**src/rtl/switch_allocator_rr_arbiter.sv**
```systemverilog
// rr_arbiter: combinational round-robin pick of the first request at or after ptr.
module rr_arbiter #(
    parameter int N = 7,
    localparam int W = $clog2(N)
) (
    input  logic [N-1:0] req,
    input  logic [W-1:0] ptr,
    output logic [N-1:0] gnt,
    output logic [W-1:0] idx,
    output logic         any
);
    always_comb begin
        int j;
        j = 0;
        gnt = '0;
        idx = '0;
        any = 1'b0;
        // Walk from farthest to nearest so the closest request to ptr is written last.
        for (int k = N - 1; k >= 0; k--) begin
            j = (int'(ptr) + k) % N;
            if (req[j]) begin
                gnt = '0;
                gnt[j] = 1'b1;
                idx = W'(j);
                any = 1'b1;
            end
        end
    end
endmodule

```
**config.mk**
```make
export PLATFORM = sky130hd
export DESIGN_NAME = rr_arbiter
export DESIGN_NICKNAME = d
export VERILOG_FILES = /design/src/rtl/switch_allocator_rr_arbiter.sv
export SDC_FILE = /design/constraint.sdc
export NUM_CORES = 1
export LEC_CHECK = 0
export CORE_ASPECT_RATIO = 1.2
export CORE_MARGIN = 4
export CORE_UTILIZATION = 38
export DETAILED_ROUTE_END_ITERATION = 10
export SLEW_MARGIN = 20
export SYNTH_ARGS = -nofsm -noshare
export SYNTH_HDL_FRONTEND = slang
export SYNTH_SLANG_ARGS = --single-unit
```
**constraint.sdc**
```tcl
create_clock -name vclk -period 7
set_clock_uncertainty 0.2 [all_clocks]
set_input_delay 1.4 -clock vclk [all_inputs]
set_output_delay 1.4 -clock vclk [all_outputs]
set_load 0.03 [all_outputs]
```
# [Yosys cells after proc, flatten, opt, wreduce, memory -nomap -nowiden]
# Index checks and enable logic that the tools add are counted.
[totals] ff_bits=0 wordCells=90 inputBits=10 output_inout_bits=11
[op_classes] muxes=56 n_reduce_logical=7 addsub=6 magnitude_cmp=14 div_mod_pow=7
[op_table] cell="$ge A32 B1 Y1 const B" n=7
[op_table] cell="$lt A32 B5 Y1 const B" n=7
[op_table] cell="$mod A32 B4 Y32 const B" n=6
[op_table] cell="$mux W7" n=7
[op_table] cell="$mod A4 B4 Y32 const B" n=1
[op_table] cell="$mux W1" n=28
[op_table] cell="$bmux W1 S3" n=7
[op_table] cell="$demux W1 S3" n=7
[op_table] cell="$mux W3" n=7
[op_table] cell="$add A3 B3 Y4 const B" n=3
[op_table] cell="$add A3 B2 Y4 const B" n=2
[op_table] cell="$logic_and A1 B1 Y1" n=7
[op_table] cell="$add A3 B1 Y4 const B" n=1

# [Longest topological paths before layout]
[logic_depth] depth_word=13 depth_mapped=20 depth_no_buf=15

# [Worst setup path after synthesis]
# Ideal clock, no wire load.
[synth_timing] kind="input to output" startpoint="in ptr[0]" endpoint="out idx[1]" t_required_ps=5400 path_buffers=7 path_stages=20 t_arrival_ps=5754 path_slack_ps=-354 cell_sequence="buf_2 inv_2 buf_1 ha_1 buf_2 buf_2 clkinv_1 clkbuf_1 ha_1 ha_1 clkbuf_1 o21ba_2 clkbuf_1 o211ai_1 nand2_1 and3_1 o21a_1 nor3_2 nand3_1 a31oi_1"
[synth_between] elab_chain_cells=12 word_cells_on_any_way=41 classes_between="add/sub (6); div (7); mux (28)"
[synth_rtl] item="from (decl)" line="7" source="input logic [W-1:0] ptr,"
[synth_rtl] item="$add A3 B3 Y4" line="20" source="j = (int'(ptr) + k) % N;"
[synth_rtl] item="$mod A32 B4 Y32" line="20"
[synth_rtl] item="$bmux W1 S3" line="21" source="if (req[j]) begin"
[synth_rtl] item="$mux W1 (implied by the code) (2 in a row)" line="21"
[synth_rtl] item="$mux W3 (6 in a row)" line="21"
[synth_rtl] item="$mux W3 *" line="21"
[synth_rtl] item="to (decl)" line="9" source="output logic [W-1:0] idx,"
# Mark *: on every way between the ends. The rest lies on a longest branch, timed or not. The select of a mux whose other input is x is not followed.

# [Worst setup path in the final report]
[layout_timing] startpoint="in ptr[2]" endpoint="out idx[1]"
# The elaborated chain is that of the path after synthesis.

==> summary.md <==
| Metric | Value |
|---|---|
| Sequential area share after synthesis | 0% |
| Slew Viols, Final | 0 |
| Vias in the first global route | 4754 |
| Largest net degree at the start of global routing | 36 |
| Worst-Margin Slew | 0.683 ns |
| Starting Density | between 30% and 40% |
| Post-Synth Simple-Gate Area | 30.0% |
| Worst hold path type | in -> out |
| Final setup violation count | 0 |
| Std cell rows | 39 |
| Syn Std Cell Area | 3740 um^2 |
| Total number of vias | 4984 |
| Final Cycle Share | 98.1% |
| Worst EP arrival | 5.27 ns |
| Hold WS | 3.34 ns |
| Critical path endpoint category | output port |
| Initial antenna violation count | 0 |
| Clkbuf count | 0 |
| Share of layout cells above drive strength 1 | approximately a third |
| Netlist cell types | 92 |
| Comb pwr share | 100.0% |
| Reg area | 0 um^2 |
| Crit start category | input pin |
| Fill cells | 1000 |
| Core ar. | 9560 um^2 |
| Sw Share | 55.1% |
| Cell count after synthesis | 553 |
| Nets | 723 |
| Synth warnings | 0 |
| Final wirelength | between 15 and 20 mm |
| CP Class | in -> out |
| Sequential cell count | 0 |
| Port buffer count | 21 |
| Sequential Power Share | 0% |
| Worst setup path start | ptr[2] |
| Max-Cap Viols | 0 |
| P_int | between 300 and 400 uW |
| Dominant cell type by area after synthesis | ha_1 |
| # hold bufs at CTS | 0 |
| Power per Cell Area | 139 nW/um^2 |
| Die width | between 90 and 100 um |
| Pleak | around 0.0022 uW |
| HPWL after DPL | 12.6 mm |
| WL/cell | between 15 and 20 um |
| Post-layout util | 55.1% |
| Global placer's final weighted congestion | 0.939 |
| TNS Setup | 0 ns |
| Origin of the worst min-delay path | ptr[1] |
| Fin. Hold Viols | 0 |
| Status | finished clean |
| DRC violation count after routing | 0 |
| Post-synthesis mux area share | 7.23% |
| Synth top area share | 7.36% |
| Minimum clock period | 6.87 ns |
| First-pass DRT Iterations | 5 |
| Syn avg cell area | 6.76 um^2 |
| GRT Residual Overflow | 0 |
| Post-synthesis xor/xnor area fraction | 3.95% |
| N_diodes | 0 |
| VDD IR max | 47.2 uV |
| Fmax | 0.146 GHz |
| Synth Area in Compound Gates | 43.0% |
| DR vias/cell | 6.15 |
| Area of the die | 11500 um^2 |
| First-pass GRT wire length | 24.5 mm |
| Area Growth Syn to Fin | 40.9% |
| Post-route ant nets | 0 |
| Worst-path fanout max | 7 |
| Main combinational cell family by area after synthesis | compound AO/OA/AOI/OAI gates |
| Post-synthesis adder-cell area fraction | 7.90% |
| DIE HEIGHT | 117 um |
| Net Count, Synth | 586 |
| Clk pwr share | 0% |
| Synth area leaders | ha_1 (7.4%), a21oi_1 (5.9%), nand2_1 (5.4%), nand3_1 (3.9%), o21ai_0 (3.7%) |
| GRT Util Overall | 26.0% |
| DR iter-0 viols | 433 |
| IO Pins | 21 |
| Slew headroom | 54.3% |
| Worst path required time | 5.40 ns |
| Net Switching | ~400 uW |
| Hold Path Stages | 6 |
## cells by family after synthesis
family | after synthesis
AO/OA/AOI/OAI | 218
XOR/XNOR | 13
adder cells (fa/ha/maj) | 23
buffers and inverters | 65
multiplexers | 21
AND/OR/NAND/NOR | 213
## placed cells by master (no fill, tap or decap), types with 7 or more instances in the layout
cell	count
buf_4	161
nand2_1	53
a21oi_1	38
nor2_1	29
nand3_1	28
o21ai_0	25
nor3_1	20
inv_1	19
ha_1	19
o211ai_1	14
nor2b_1	13
nand2b_1	12
a211oi_1	11
mux2i_1	11
xnor2_1	10
o31ai_1	8
clkdlybuf4s50_1	8
o2111ai_1	7
nor4_1	7
## power by group through the flow
stage          registers, uW  logic, uW  clock network [uW]
2_1_floorplan              0        407                   0
3_3_place_gp               0        695                   0
3_5_place_dp               0        699                   0
4_1_cts                    0        704                   0
5_1_grt                    0        788                   0
6_report                   0        734                   0
## layer usage
layer	routed length (um)	vias up	track usage [%]
li1	-	2418	-
met1	6670	2335	33.8
met2	7470	195	46.1
met3	730	36	0.777
met4	649	0	9.29
met5	0	-	0
## final timing paths
kind	slack, ns	to
setup / recovery	0.13	idx[1]
hold / removal	3.34	gnt[1]
## synth_stat cells (4+ instances only)
master     count
nor3_1        20
nor3b_1        5
a22oi_1        7
nand2b_1      12
nand3_1       29
o221ai_1       4
inv_1         20
o32ai_1        4
buf_4          7
o211a_1        4
nor4_1         8
nand2_1       54
o2111ai_1      7
nand4_1        6
a41o_1         4
a221oi_1       7
o31ai_1        8
and3_1         5
o21ai_1        7
a31oi_1        9
mux2i_1       11
buf_2         17
o211ai_1      14
o21ai_0       28
and2_1         6
clkbuf_1      15
xnor2_1       10
mux2_2         5
ha_1          22
a211oi_1      12
o21a_1         7
nor2_1        30
a21o_1         7
o22ai_1        4
nor2b_1       15
a21oi_1       44
## critical path, stage by stage
cell and delay, ns:
clkdlybuf4s50_1 0.45, buf_4 0.17, buf_4 0.16, ha_1 0.19, nand2_1 0.07, ha_2 0.18
inv_1 0.05, ha_2 0.19, buf_4 0.16, o21ba_4 0.25, o211ai_1 0.27, nand2_2 0.13
o211ai_1 0.26, a21oi_2 0.09, buf_4 0.17, buf_4 0.14, nor4_4 0.26, buf_4 0.16
o21ai_0 0.07, buf_4 0.16, a31oi_4 0.12, buf_6 0.15
## stage by stage
step | instance area (um^2) | worst slack [ns] | total power, uW | instances
finish | 5270 | 0.134 | 734 | 811
global route | 5270 | -0.0223 | 788 | 811
CTS | 5130 | 0.00316 | 704 | 810
detailed placement | 5090 | -0.321 | 699 | 808
floorplan | 3800 | 0.0558 | 407 | 553
global placement | 5090 | -0.225 | 695 | 808
## area by class of cell
cell class                      count  area, um^2  share of cell area [%]
Timing Repair Buffer              177        1370                    26.1
Multi-Input combinational cell    488        3650                    69.3
Inverter                           23        87.6                    1.66
Tap cell                          123         154                    2.92
## repair_timing
action,CTS,global route
resized for setup,10,32
gates cloned,0,0
pin swaps,2,6
setup buffers,2,1
setup endpoints to repair,5,11
Note: power is estimated with default switching activity, not from simulation.
